## src/rtl/fpu_add_sub_pipe.sv

```systemverilog
// Sign-magnitude mantissa add/subtract stage between FPU pre- and post-normalisation.
// Elastic valid/ready pipeline; stages after the adder are plain register slices.
module fpu_add_sub_pipe #(
   parameter int unsigned  PRECISION   = 32,
   parameter int unsigned  PIPE_STAGES = 2,
   parameter int unsigned  TAG_WIDTH   = 4,
   localparam int unsigned EXP_W       = (PRECISION == 64) ? 11 : 8,
   localparam int unsigned MANT_W      = (PRECISION == 64) ? 52 : 23
) (
   input  logic                 I_Clk,
   input  logic                 I_Reset,
   input  logic                 I_PreNorm_Valid,
   output logic                 O_PreNorm_Ready,
   input  logic                 I_Op_Sub,
   input  logic [EXP_W-1:0]     I_PreNorm_Exp,
   input  logic                 I_Sign_Op1,
   input  logic [MANT_W:0]      I_Mant_Op1,
   input  logic                 I_Sign_Op2,
   input  logic [MANT_W:0]      I_Mant_Op2,
   input  logic [TAG_WIDTH-1:0] I_Tag,
   output logic                 O_Add_Valid,
   input  logic                 I_Add_Ready,
   output logic                 O_Add_Sign,
   output logic [EXP_W-1:0]     O_Add_Exp,
   output logic [MANT_W+1:0]    O_Add_Mant,
   output logic                 O_Add_Zero,
   output logic [TAG_WIDTH-1:0] O_Add_Tag,
   output logic                 O_Busy
);

   localparam int unsigned NSTG  = (PIPE_STAGES < 2) ? 2 : ((PIPE_STAGES > 4) ? 4 : PIPE_STAGES);
   localparam int unsigned IN_W  = MANT_W + 1;
   localparam int unsigned SUM_W = MANT_W + 2;
   // result record: {sign, exp, mant, zero, tag}
   localparam int unsigned RES_W = 1 + EXP_W + SUM_W + 1 + TAG_WIDTH;

   logic                 adv1_c, adv2_c, adv3_c, adv4_c;

   logic                 v1_q, v1_d;
   logic [IN_W-1:0]      big_q, big_d;
   logic [IN_W-1:0]      small_q, small_d;
   logic                 sign1_q, sign1_d;
   logic                 sub1_q, sub1_d;
   logic [EXP_W-1:0]     exp1_q, exp1_d;
   logic [TAG_WIDTH-1:0] tag1_q, tag1_d;

   logic                 v2_q, v2_d, v3_q, v3_d, v4_q, v4_d;
   logic [RES_W-1:0]     r2_q, r2_d, r3_q, r3_d, r4_q, r4_d;

   logic                 eff_sign2_c;
   logic                 op2_gt_c;
   logic [SUM_W-1:0]     sum_c;
   logic                 sum_zero_c;
   logic                 sum_sign_c;
   logic                 last_v_c;
   logic [RES_W-1:0]     last_r_c;

   // A stage advances when it is empty or its successor advances.
   always_comb begin
      adv4_c = 1'b0;
      adv3_c = 1'b0;
      if (NSTG == 4) begin
         adv4_c = ~v4_q | I_Add_Ready;
         adv3_c = ~v3_q | adv4_c;
      end else if (NSTG == 3) begin
         adv3_c = ~v3_q | I_Add_Ready;
      end
      adv2_c = (NSTG >= 3) ? (~v2_q | adv3_c) : (~v2_q | I_Add_Ready);
      adv1_c = ~v1_q | adv2_c;
   end

   assign O_PreNorm_Ready = adv1_c;

   // Stage 1: fold the mode into op2's sign and order operands by magnitude.
   always_comb begin
      eff_sign2_c = I_Sign_Op2 ^ I_Op_Sub;
      op2_gt_c    = I_Mant_Op2 > I_Mant_Op1;
      v1_d        = adv1_c ? I_PreNorm_Valid : v1_q;
      big_d       = big_q;
      small_d     = small_q;
      sign1_d     = sign1_q;
      sub1_d      = sub1_q;
      exp1_d      = exp1_q;
      tag1_d      = tag1_q;
      if (adv1_c && I_PreNorm_Valid) begin
         big_d   = op2_gt_c ? I_Mant_Op2 : I_Mant_Op1;
         small_d = op2_gt_c ? I_Mant_Op1 : I_Mant_Op2;
         sign1_d = op2_gt_c ? eff_sign2_c : I_Sign_Op1;
         sub1_d  = I_Sign_Op1 ^ eff_sign2_c;
         exp1_d  = I_PreNorm_Exp;
         tag1_d  = I_Tag;
      end
   end

   // Stage 2: big >= small, so the difference never borrows and the sum fits in SUM_W.
   always_comb begin
      sum_c      = sub1_q ? (SUM_W'(big_q) - SUM_W'(small_q))
                          : (SUM_W'(big_q) + SUM_W'(small_q));
      sum_zero_c = (sum_c == '0);
      // exact cancellation yields +0; a same-sign zero keeps its sign
      sum_sign_c = (sub1_q && sum_zero_c) ? 1'b0 : sign1_q;
      v2_d       = adv2_c ? v1_q : v2_q;
      r2_d       = r2_q;
      if (adv2_c && v1_q) begin
         r2_d = {sum_sign_c, exp1_q, sum_c, sum_zero_c, tag1_q};
      end
   end

   // Optional register slices; unused ones stay empty and hold zero.
   always_comb begin
      v3_d = 1'b0;
      r3_d = r3_q;
      v4_d = 1'b0;
      r4_d = r4_q;
      if (NSTG >= 3) begin
         v3_d = adv3_c ? v2_q : v3_q;
         if (adv3_c && v2_q) begin
            r3_d = r2_q;
         end
      end
      if (NSTG == 4) begin
         v4_d = adv4_c ? v3_q : v4_q;
         if (adv4_c && v3_q) begin
            r4_d = r3_q;
         end
      end
   end

   always_ff @(posedge I_Clk) begin
      if (I_Reset) begin
         v1_q    <= 1'b0;
         big_q   <= '0;
         small_q <= '0;
         sign1_q <= 1'b0;
         sub1_q  <= 1'b0;
         exp1_q  <= '0;
         tag1_q  <= '0;
         v2_q    <= 1'b0;
         r2_q    <= '0;
         v3_q    <= 1'b0;
         r3_q    <= '0;
         v4_q    <= 1'b0;
         r4_q    <= '0;
      end else begin
         v1_q    <= v1_d;
         big_q   <= big_d;
         small_q <= small_d;
         sign1_q <= sign1_d;
         sub1_q  <= sub1_d;
         exp1_q  <= exp1_d;
         tag1_q  <= tag1_d;
         v2_q    <= v2_d;
         r2_q    <= r2_d;
         v3_q    <= v3_d;
         r3_q    <= r3_d;
         v4_q    <= v4_d;
         r4_q    <= r4_d;
      end
   end

   // Output taps the last populated slice (selection is fixed at elaboration).
   always_comb begin
      last_v_c = v2_q;
      last_r_c = r2_q;
      if (NSTG == 3) begin
         last_v_c = v3_q;
         last_r_c = r3_q;
      end else if (NSTG == 4) begin
         last_v_c = v4_q;
         last_r_c = r4_q;
      end
   end

   assign O_Add_Valid = last_v_c;
   assign {O_Add_Sign, O_Add_Exp, O_Add_Mant, O_Add_Zero, O_Add_Tag} = last_r_c;
   assign O_Busy = v1_q | v2_q | v3_q | v4_q;

endmodule

```

## config.mk

```make
export PLATFORM = sky130hd
export DESIGN_NAME = fpu_add_sub_pipe
export DESIGN_NICKNAME = d
export VERILOG_FILES = /design/src/rtl/fpu_add_sub_pipe.sv
export SDC_FILE = /design/constraint.sdc
export NUM_CORES = 1
export LEC_CHECK = 0
export ABC_AREA = 1
export BUFFER_PORTS_ARGS = -buffer_cell sky130_fd_sc_hd__buf_2
export CAP_MARGIN = 20
export CORE_AREA = 4 4 161 163
export DETAILED_ROUTE_END_ITERATION = 8
export DIE_AREA = 0 0 165 167
export PLACE_DENSITY = 0.57
export SETUP_SLACK_MARGIN = 0.3
export SLEW_MARGIN = 5
export SYNTH_ARGS = -nofsm -noshare
export SYNTH_HDL_FRONTEND = slang
export SYNTH_SLANG_ARGS = --single-unit
export TNS_END_PERCENT = 30
```

## constraint.sdc

```tcl
create_clock -name I_Clk -period 4.25 [get_ports I_Clk]
set_clock_uncertainty 0.05 [all_clocks]
set_input_delay 0.425 -clock I_Clk [delete_from_list [all_inputs] [get_ports I_Clk]]
set_output_delay 0.425 -clock I_Clk [all_outputs]
set_load 0.01 [all_outputs]
```

==> results.py, run 1 <==
metrics = {
    "logic_synthesis": {
        "synth_seq_cells": 103,
        "synth_area_leaders": "dfxtp_1, nand2_1, nand3_1",
        "synth.top_cell.area_share_pct": 28.3,
        "syn_inst": 1192,
        "syn-mean-instance-area_um2": 6.12,
        "synth_seq_area_share_pct": 28.3,
        "syn_area_um2": 7300,
        "ys_warn_count": 0,
        "netlist-cell-type-count": 37,
        "syn_nets": 1309,
        "yosys.area.top_type": "dfxtp_1",
    },
    "cts": {
        "clockBufferDepth": 2,
        "clock_latency_ns": 0.35,
        "cts_sinks": 103,
        "cts_tree": "built",
        "cts-root-buf": "clkbuf_16",
        "cts_buffers": 9,
        "ctsHtreeMaxLevel": 3,
        "clk_pin_slew_ns": 0.08,
    },
    "timing": {
        "rsz0062_at_grt": "no",
        "hold_violations": 0,
        "maxSlewViolCount": 0,
        "post-route-period-util_pct": 86.3,
        "fmax_mhz": 273,
        "finalWorstPathRequiredPeriod_ns": 3.67,
        "finalSetupTns_ns": 0,
        "setup-violations-final": 0,
        "worst_slew_pin_slew_ns": 1.03,
        "max_slew_margin_pct": 31.5,
    },
    "pwr": {
        "power.switching_mw": 1.26,
        "seqPwrFrac_pct": 35.2,
        "power_frac_clock_pct": 25.5,
        "peakVddDrop_mv": 0.202,
        "power.density_nw_per_um2": 368,
        "p_int_mw": 1.89,
        "switching_share_pct": 40.0,
        "leakage_nw": 4.50,
        "combPwrFrac_pct": 39.3,
    },
    "run": {
        "max-cap-violations": 0,
    },
    "detailed_routing": {
        "dr_total_vias": 7443,
        "drc": 0,
        "final_antenna_net_count": 0,
        "routed_wirelength_mm": 21.6,
        "viasPerCell": 4.65,
        "drt_iter0_markers": 513,
        "wl_per_cell_um": 13.5,
        "dr.pass1.iters": 6,
    },
    "hold_path": {
        "hold_path_class": "in -> reg",
    },
    "worst_setup_path": {
        "end_kind": "flip-flop",
        "crit_type": "reg -> reg",
        "critPathLaunchType": "flip-flop",
        "critPathMaxFanout": 5,
        "crit_required_ns": 4.41,
        "worst-endpoint-arrival_ns": 3.83,
    },
    "placed_design": {
        "dp_hpwl_mm": 17.3,
        "post_dp_cell_area_um2": 8110,
        "port_buffers": 108,
        "routabilityCongestion": 0.946,
    },
    "layout": {
        "multi_input_area_um2": 4470,
        "diodes": 0,
        "drive_above_1_share_pct": 13.9,
        "seq_area_um2": 2060,
        "fin_util_pct": 35.1,
        "design_area_um2": 8540,
        "syn2layout_area_growth_pct": 17.0,
        "nets": 1389,
        "fill_cells": 2697,
    },
    "global_route": {
        "grt_start_max_net_pins": 65,
        "grt_antenna_before_repair": 0,
        "grt_pass1_wl_mm": 35.1,
        "grt_pass1_vias": 6780,
        "overflow": 0,
        "grt.total_usage_pct": 15.7,
    },
    "floorplan": {
        "coreArea_um2": 24300,
        "fp.dieW_um": 165,
        "ios": 109,
        "rows": 57,
        "dieArea_um2": 27600,
        "initial_core_util_pct": 30.0,
        "die_h_um": 167,
    },
    "run_status": {
        "outcome": "complete, no violations",
    },
}
-- area by class of cell --
| type | instances | area share (%) |
|---|---|---|
| clock inverters | 7 | 0.791 |
| inverters | 174 | 7.65 |
| well taps | 324 | 4.75 |
| clock buffers | 9 | 2.64 |
| multi-input cells | 865 | 52.4 |
| repair buffers | 119 | 7.68 |
| flip-flops and latches | 103 | 24.1 |
-- sequential cells by signal, summed over array words and instances (netlist names) --
name,flops
last_r_c,39
big_q,24
small_q,24
exp1_q,8
tag1_q,4
O_Add_Valid,1
sign1_q,1
sub1_q,1
v1_q,1
-- power by group through the flow --
stage / Combinational, mW / Clock (mW) / Sequential (mW)
finish: 1.23 / 0.802 / 1.11
global route: 1.41 / 0.862 / 1.12
CTS: 1.21 / 0.824 / 1.10
detailed placement: 1.20 / 0 / 1.13
global placement: 1.19 / 0 / 1.13
floorplan: 0.828 / 0 / 1.13
-- cell families (layout without fill, tap and decap cells) --
group                    Yosys count  count (layout)  synth area share (%)
AND/OR/NAND/NOR                  630             630                  36.3
buffers and inverters            224             309                  11.9
XOR/XNOR                          28              28                  3.36
adder cells (fa/ha/maj)           50              50                  8.68
AO/OA/AOI/OAI                    157             157                  11.5
flip-flops                       103             103                  28.3
-- placed cells by master, fill, tap and decap left out, types with 2 or more instances in the layout --
cell type | synthesis | routed
nand2_1 | 322 | 313
clkinv_4 | 0 | 3
buf_4 | 1 | 9
nor2_1 | 131 | 123
nand4_1 | 10 | 10
nand3b_1 | 3 | 3
nand3_2 | 1 | 2
nand2_2 | 0 | 9
dfxtp_1 | 103 | 103
o21ai_2 | 2 | 2
nor3_1 | 8 | 6
o21a_1 | 2 | 2
nand3_1 | 141 | 140
ha_2 | 0 | 4
o21ai_0 | 52 | 51
or2_2 | 4 | 4
ha_1 | 49 | 44
a21oi_1 | 85 | 81
clkbuf_16 | 0 | 9
xor2_1 | 17 | 17
xnor2_1 | 11 | 11
nor3_2 | 1 | 2
nor2_2 | 2 | 9
inv_1 | 172 | 172
buf_2 | 6 | 108
o211ai_1 | 13 | 13
nor4_1 | 3 | 3
a21oi_2 | 1 | 5
-- cells in the mapped netlist --
master and instances:
nand4_1 10, o31ai_1 1, nand4_2 1, fa_1 1, xor2_1 17, clkbuf_8 1, dfxtp_1 103, nor2_1 131
nand2_1 322, a21oi_2 1, clkbuf_1 36, nand3_2 1, a21oi_1 85, buf_2 6, inv_2 1, nand3b_1 3
o21bai_1 1, clkinv_1 1, nor3b_1 1, and2_1 1, buf_6 1, nor4_1 3, nor3_1 8, nor3_2 1
or2_2 4, nor4_2 1, buf_1 5, inv_1 172, o21ai_0 52, o211ai_1 13, nand3_1 141, xnor2_1 11
o21ai_2 2, nor2_2 2, ha_1 49, o21a_1 2, buf_4 1
-- critical path, cell delays in order (launching register included) --
cell and delay (ns):
dfxtp_1 0.35, inv_1 0.07, ha_1 0.16, inv_1 0.07, nor2_1 0.12, nand3_2 0.15, nor3_4 0.22, nand2_1 0.11
nor3_2 0.16, nand2_2 0.10, o21ai_1 0.16, xor2_1 0.19, ha_2 0.35, nand2_2 0.15, inv_1 0.05, nand2_1 0.06
nand2_1 0.08, a21oi_1 0.19, nand2_1 0.08, nand2_1 0.06, nand2_1 0.09, nor2_1 0.13, nand2_1 0.07, nor2_1 0.14
nand3_1 0.09, nand2_1 0.06, a21oi_1 0.05
-- stage by stage --
step                      power [mW]  hold slack, ns  std cells  worst slack [ns]
after detailed placement        2.33           0.406       1583             0.417
after CTS                       3.13           0.261       1599             0.384
after floorplan                 1.95           0.395       1192              1.06
after global routing            3.39           0.280       1601             0.254
after global placement          2.32           0.403       1583             0.465
final                           3.14           0.270       1601             0.581
-- routing by layer --
layer	up-vias	global-route usage [%]	wire [µm]
li1	3956	-	-
met4	0	3.58	345
met3	22	2.25	804
met2	145	24.8	9820
met1	3320	22.6	10700
met5	-	0	0
-- path summary, 6_finish.rpt --
path	slack, ns	startpoint	to	depth (start not counted)
worst max-delay path	0.58	small_q[0]$_SDFFE_PP0P_	last_r_c[38]$_SDFFE_PP0P_	26
worst max register to register	0.58	small_q[0]$_SDFFE_PP0P_	last_r_c[38]$_SDFFE_PP0P_	26
worst min register to register	0.42	last_r_c[7]$_SDFFE_PP0P_	last_r_c[7]$_SDFFE_PP0P_	2
worst min-delay path	0.27	I_PreNorm_Exp[2]	exp1_q[2]$_SDFFE_PP0P_	3
-- what timing repair did --
item / CTS / global route
setup buffers: 0 / 1
endpoints found under the setup margin: 0 / 8
hold buffers: 0 / 0
hold endpoints to repair: 0 / 0
resized for setup: 0 / 32
Power figures use the tool's default switching activity.
==> run 2: changes to the inputs <==
- ABC_AREA: 1 -> not set
- CORE_AREA: 4 4 161 163 -> 4 4 155 157
- DIE_AREA: 0 0 165 167 -> 0 0 159 161
- PLACE_DENSITY: 0.57 -> not set
- PLACE_DENSITY_LB_ADDON: not set -> 0.1
==> results.py, run 2 <==
metrics = {
    "timing": {
        "rsz0062_at_grt": "no",
        "maxSlewViolCount": 0,
        "hold_ws_ns": 0.253,
        "post-route-period-util_pct": 89.2,
        "setup-violations-final": 0,
        "finalSetupTns_ns": 0,
        "fmax_mhz": 264,
        "fin_ws_ns": 0.459,
        "worst_slew_pin_slew_ns": 0.891,
        "hold_violations": 0,
        "max_slew_margin_pct": 40.6,
        "finalWorstPathRequiredPeriod_ns": 3.79,
    },
    "worst_setup_path": {
        "critPathLaunchType": "flip-flop",
        "r2r_end": "last_r_c[38]$_SDFFE_PP0P_",
        "critPathSlowestCell": "or3b_4",
        "crit_type": "reg -> reg",
        "max_stage_delay_ns": 0.41,
        "r2r-start": "small_q[4]$_SDFFE_PP0P_",
        "path_cells": "nor3_4 -> nor4bb_4 -> buf_4 -> a21oi_1 -> xnor2_1 -> ha_1 -> and4_4 -> or3b_4 -> a211oi_4 -> nor4_2 -> a2111oi_2 -> buf_4 -> o2111ai_1 -> nor3_2 -> o41ai_1",
        "worst-endpoint-arrival_ns": 3.95,
        "reg2regPathDepth": 15,
        "crit_required_ns": 4.41,
        "reg2reg_slack_ns": 0.46,
        "crit_top_cell": "buf_4",
        "crit_buf_inv": 2,
        "critPathMaxFanout": 5,
        "end_kind": "flip-flop",
        "path_delay_family": "simple AND/OR/NAND/NOR gates",
    },
    "floorplan": {
        "coreArea_um2": 22500,
        "dieArea_um2": 25600,
        "ios": 109,
        "rows": 55,
        "initial_core_util_pct": 29.9,
        "die_h_um": 161,
        "fp.dieW_um": 159,
    },
    "cts": {
        "clock_latency_ns": 0.36,
        "clockBufferDepth": 2,
        "ctsHtreeMaxLevel": 3,
        "cts-root-buf": "clkbuf_16",
        "clk_pin_slew_ns": 0.08,
        "cts_hold_buf": 0,
        "cts_sinks": 103,
        "cts_buffers": 9,
        "cts_tree": "built",
    },
    "global_route": {
        "overflow": 0,
        "grt_pass1_wl_mm": 31.3,
        "grt_pass1_vias": 5999,
        "grt_antenna_before_repair": 0,
        "grt.total_usage_pct": 14.8,
        "grt_start_max_net_pins": 54,
    },
    "detailed_routing": {
        "viasPerCell": 4.92,
        "drt_iter0_markers": 368,
        "routed_wirelength_mm": 19.2,
        "final_antenna_net_count": 0,
        "drc": 0,
        "dr_total_vias": 6174,
        "wl_per_cell_um": 15.3,
        "dr.pass1.iters": 4,
    },
    "logic_synthesis": {
        "ys_warn_count": 0,
        "synth_enable_flop_cells": 0,
        "synth_seq_cells": 103,
        "yosys.area.top_type": "dfxtp_1",
        "syn_nets": 986,
        "synth_flop_cell": "dfxtp_1",
        "synth_area_leaders": "dfxtp_1, ha_1, nand2_1",
        "syn_inst": 869,
        "yosys-top-cells-count": "nand2_1, dfxtp_1, a21oi_1",
        "syn-mean-instance-area_um2": 7.75,
        "synth.top_cell.area_share_pct": 30.6,
        "synth.most_common_cell": "nand2_1",
        "netlist-cell-type-count": 69,
        "synthArstFlopShare_pct": 0,
        "syn_area_um2": 6740,
        "synth_seq_area_share_pct": 30.6,
    },
    "layout": {
        "largest_reg_flops": 39,
        "final_cell_mix": "nand2_1, buf_2, dfxtp_1",
        "fin_util_pct": 36.2,
        "diodes": 0,
        "layout_commonest_cell": "nand2_1",
        "syn2layout_area_growth_pct": 21.0,
        "fin_cells": 1256,
        "nets": 1083,
        "design_area_um2": 8150,
        "drive_above_1_share_pct": 20.9,
    },
    "placed_design": {
        "dp_hpwl_mm": 14.9,
        "routabilityCongestion": 0.856,
        "post_dp_cell_area_um2": 7640,
        "dp.cells": 1238,
        "dp_slack_ns": 0.188,
        "port_buffers": 108,
    },
    "hold_path": {
        "hold_path_end": "tag1_q[2]$_SDFFE_PP0P_",
        "hold_path_class": "in -> reg",
        "whs_path_depth": 3,
        "hold_start": "I_Tag[2]",
    },
    "pwr": {
        "finalPower_mw": 3.25,
        "power.density_nw_per_um2": 398,
        "leakage_nw": 3.54,
        "peakVddDrop_mv": 0.158,
    },
    "run": {
        "max-cap-violations": 0,
    },
    "run_status": {
        "outcome": "complete, no violations",
    },
}
## run 2: changes by cell type after synthesis, moves of 10 or more
cell and delta:
a211oi_1 +10, a21o_1 +16, a31oi_1 +10, and3_1 +11, inv_1 -131, mux2i_1 +50, nand2_1 -176, nand3_1 -132
nor2_1 -76, o21ai_0 +20, xnor2_1 +16
## run 2: how the worst max path moves through the flow
stage / depth (start not counted) / start / to / slack [ns]
after detailed placement: 15 / small_q[2]$_SDFFE_PP0P_ / last_r_c[38]$_SDFFE_PP0P_ / 0.19
after floorplan: 16 / small_q[2]$_SDFFE_PP0P_ / last_r_c[4]$_SDFFE_PP0P_ / 0.53
after global routing: 19 / small_q[4]$_SDFFE_PP0P_ / last_r_c[38]$_SDFFE_PP0P_ / 0.26
after global placement: 16 / small_q[11]$_SDFFE_PP0P_ / last_r_c[38]$_SDFFE_PP0P_ / 0.12
final: 15 / small_q[4]$_SDFFE_PP0P_ / last_r_c[38]$_SDFFE_PP0P_ / 0.46
after CTS: 15 / small_q[2]$_SDFFE_PP0P_ / last_r_c[38]$_SDFFE_PP0P_ / 0.31
## run 2: logic make-up (layout without fill, tap and decap cells)
group | Yosys count | count (layout) | synth area share [%]
AOI/OAI and AO/OA | 244 | 244 | 22.1
xor gates and xnor gates | 36 | 36 | 4.68
adders and majority gates | 50 | 50 | 9.40
buffers and inverters | 91 | 193 | 5.48
DFF | 103 | 103 | 30.6
muxes | 51 | 51 | 7.60
and+or+nand+nor | 294 | 294 | 20.1
## run 2: repair_timing
action                                  4_1_cts  5_1_grt
cloned                                        0        0
setup buffers                                 0        2
pin swaps                                     0       11
gates resized for setup                       3       41
endpoints found under the setup margin        2        6
## run 2: final cells by class
| class | count | area, µm² |
|---|---|---|
| fillers | 2450 | 14400 |
| clock inverters | 7 | 87.6 |
| multi-input cells | 675 | 4500 |
| repair buffers | 136 | 767 |
| flip-flops and latches | 103 | 2060 |
| well taps | 285 | 357 |
| inverters | 41 | 154 |
| clock buffers | 9 | 225 |
## run 2: worst min-delay path: cells and delay by family
kind / cells / cell delay [ns]
AOI/OAI and AO/OA: 1 / 0.05
buffers and inverters: 1 / 0.09
and+or+nand+nor: 1 / 0.05
## run 2: power breakdown
part	internal (mW)	total, mW	leakage (nW)	switching [mW]
registers	1.04	1.10	0.846	0.0625
clock network	0.471	0.880	0.148	0.410
logic	0.533	1.26	2.55	0.730
total	2.04	3.25	3.54	1.20
## run 2: per-layer routing
metal | GRT usage (%) | wire, µm | vias to the layer above
li1 | - | - | 3276
met1 | 22.0 | 10400 | 2758
met2 | 22.0 | 7870 | 121
met3 | 2.35 | 693 | 19
met4 | 4.10 | 269 | 0
met5 | 0 | 0 | -
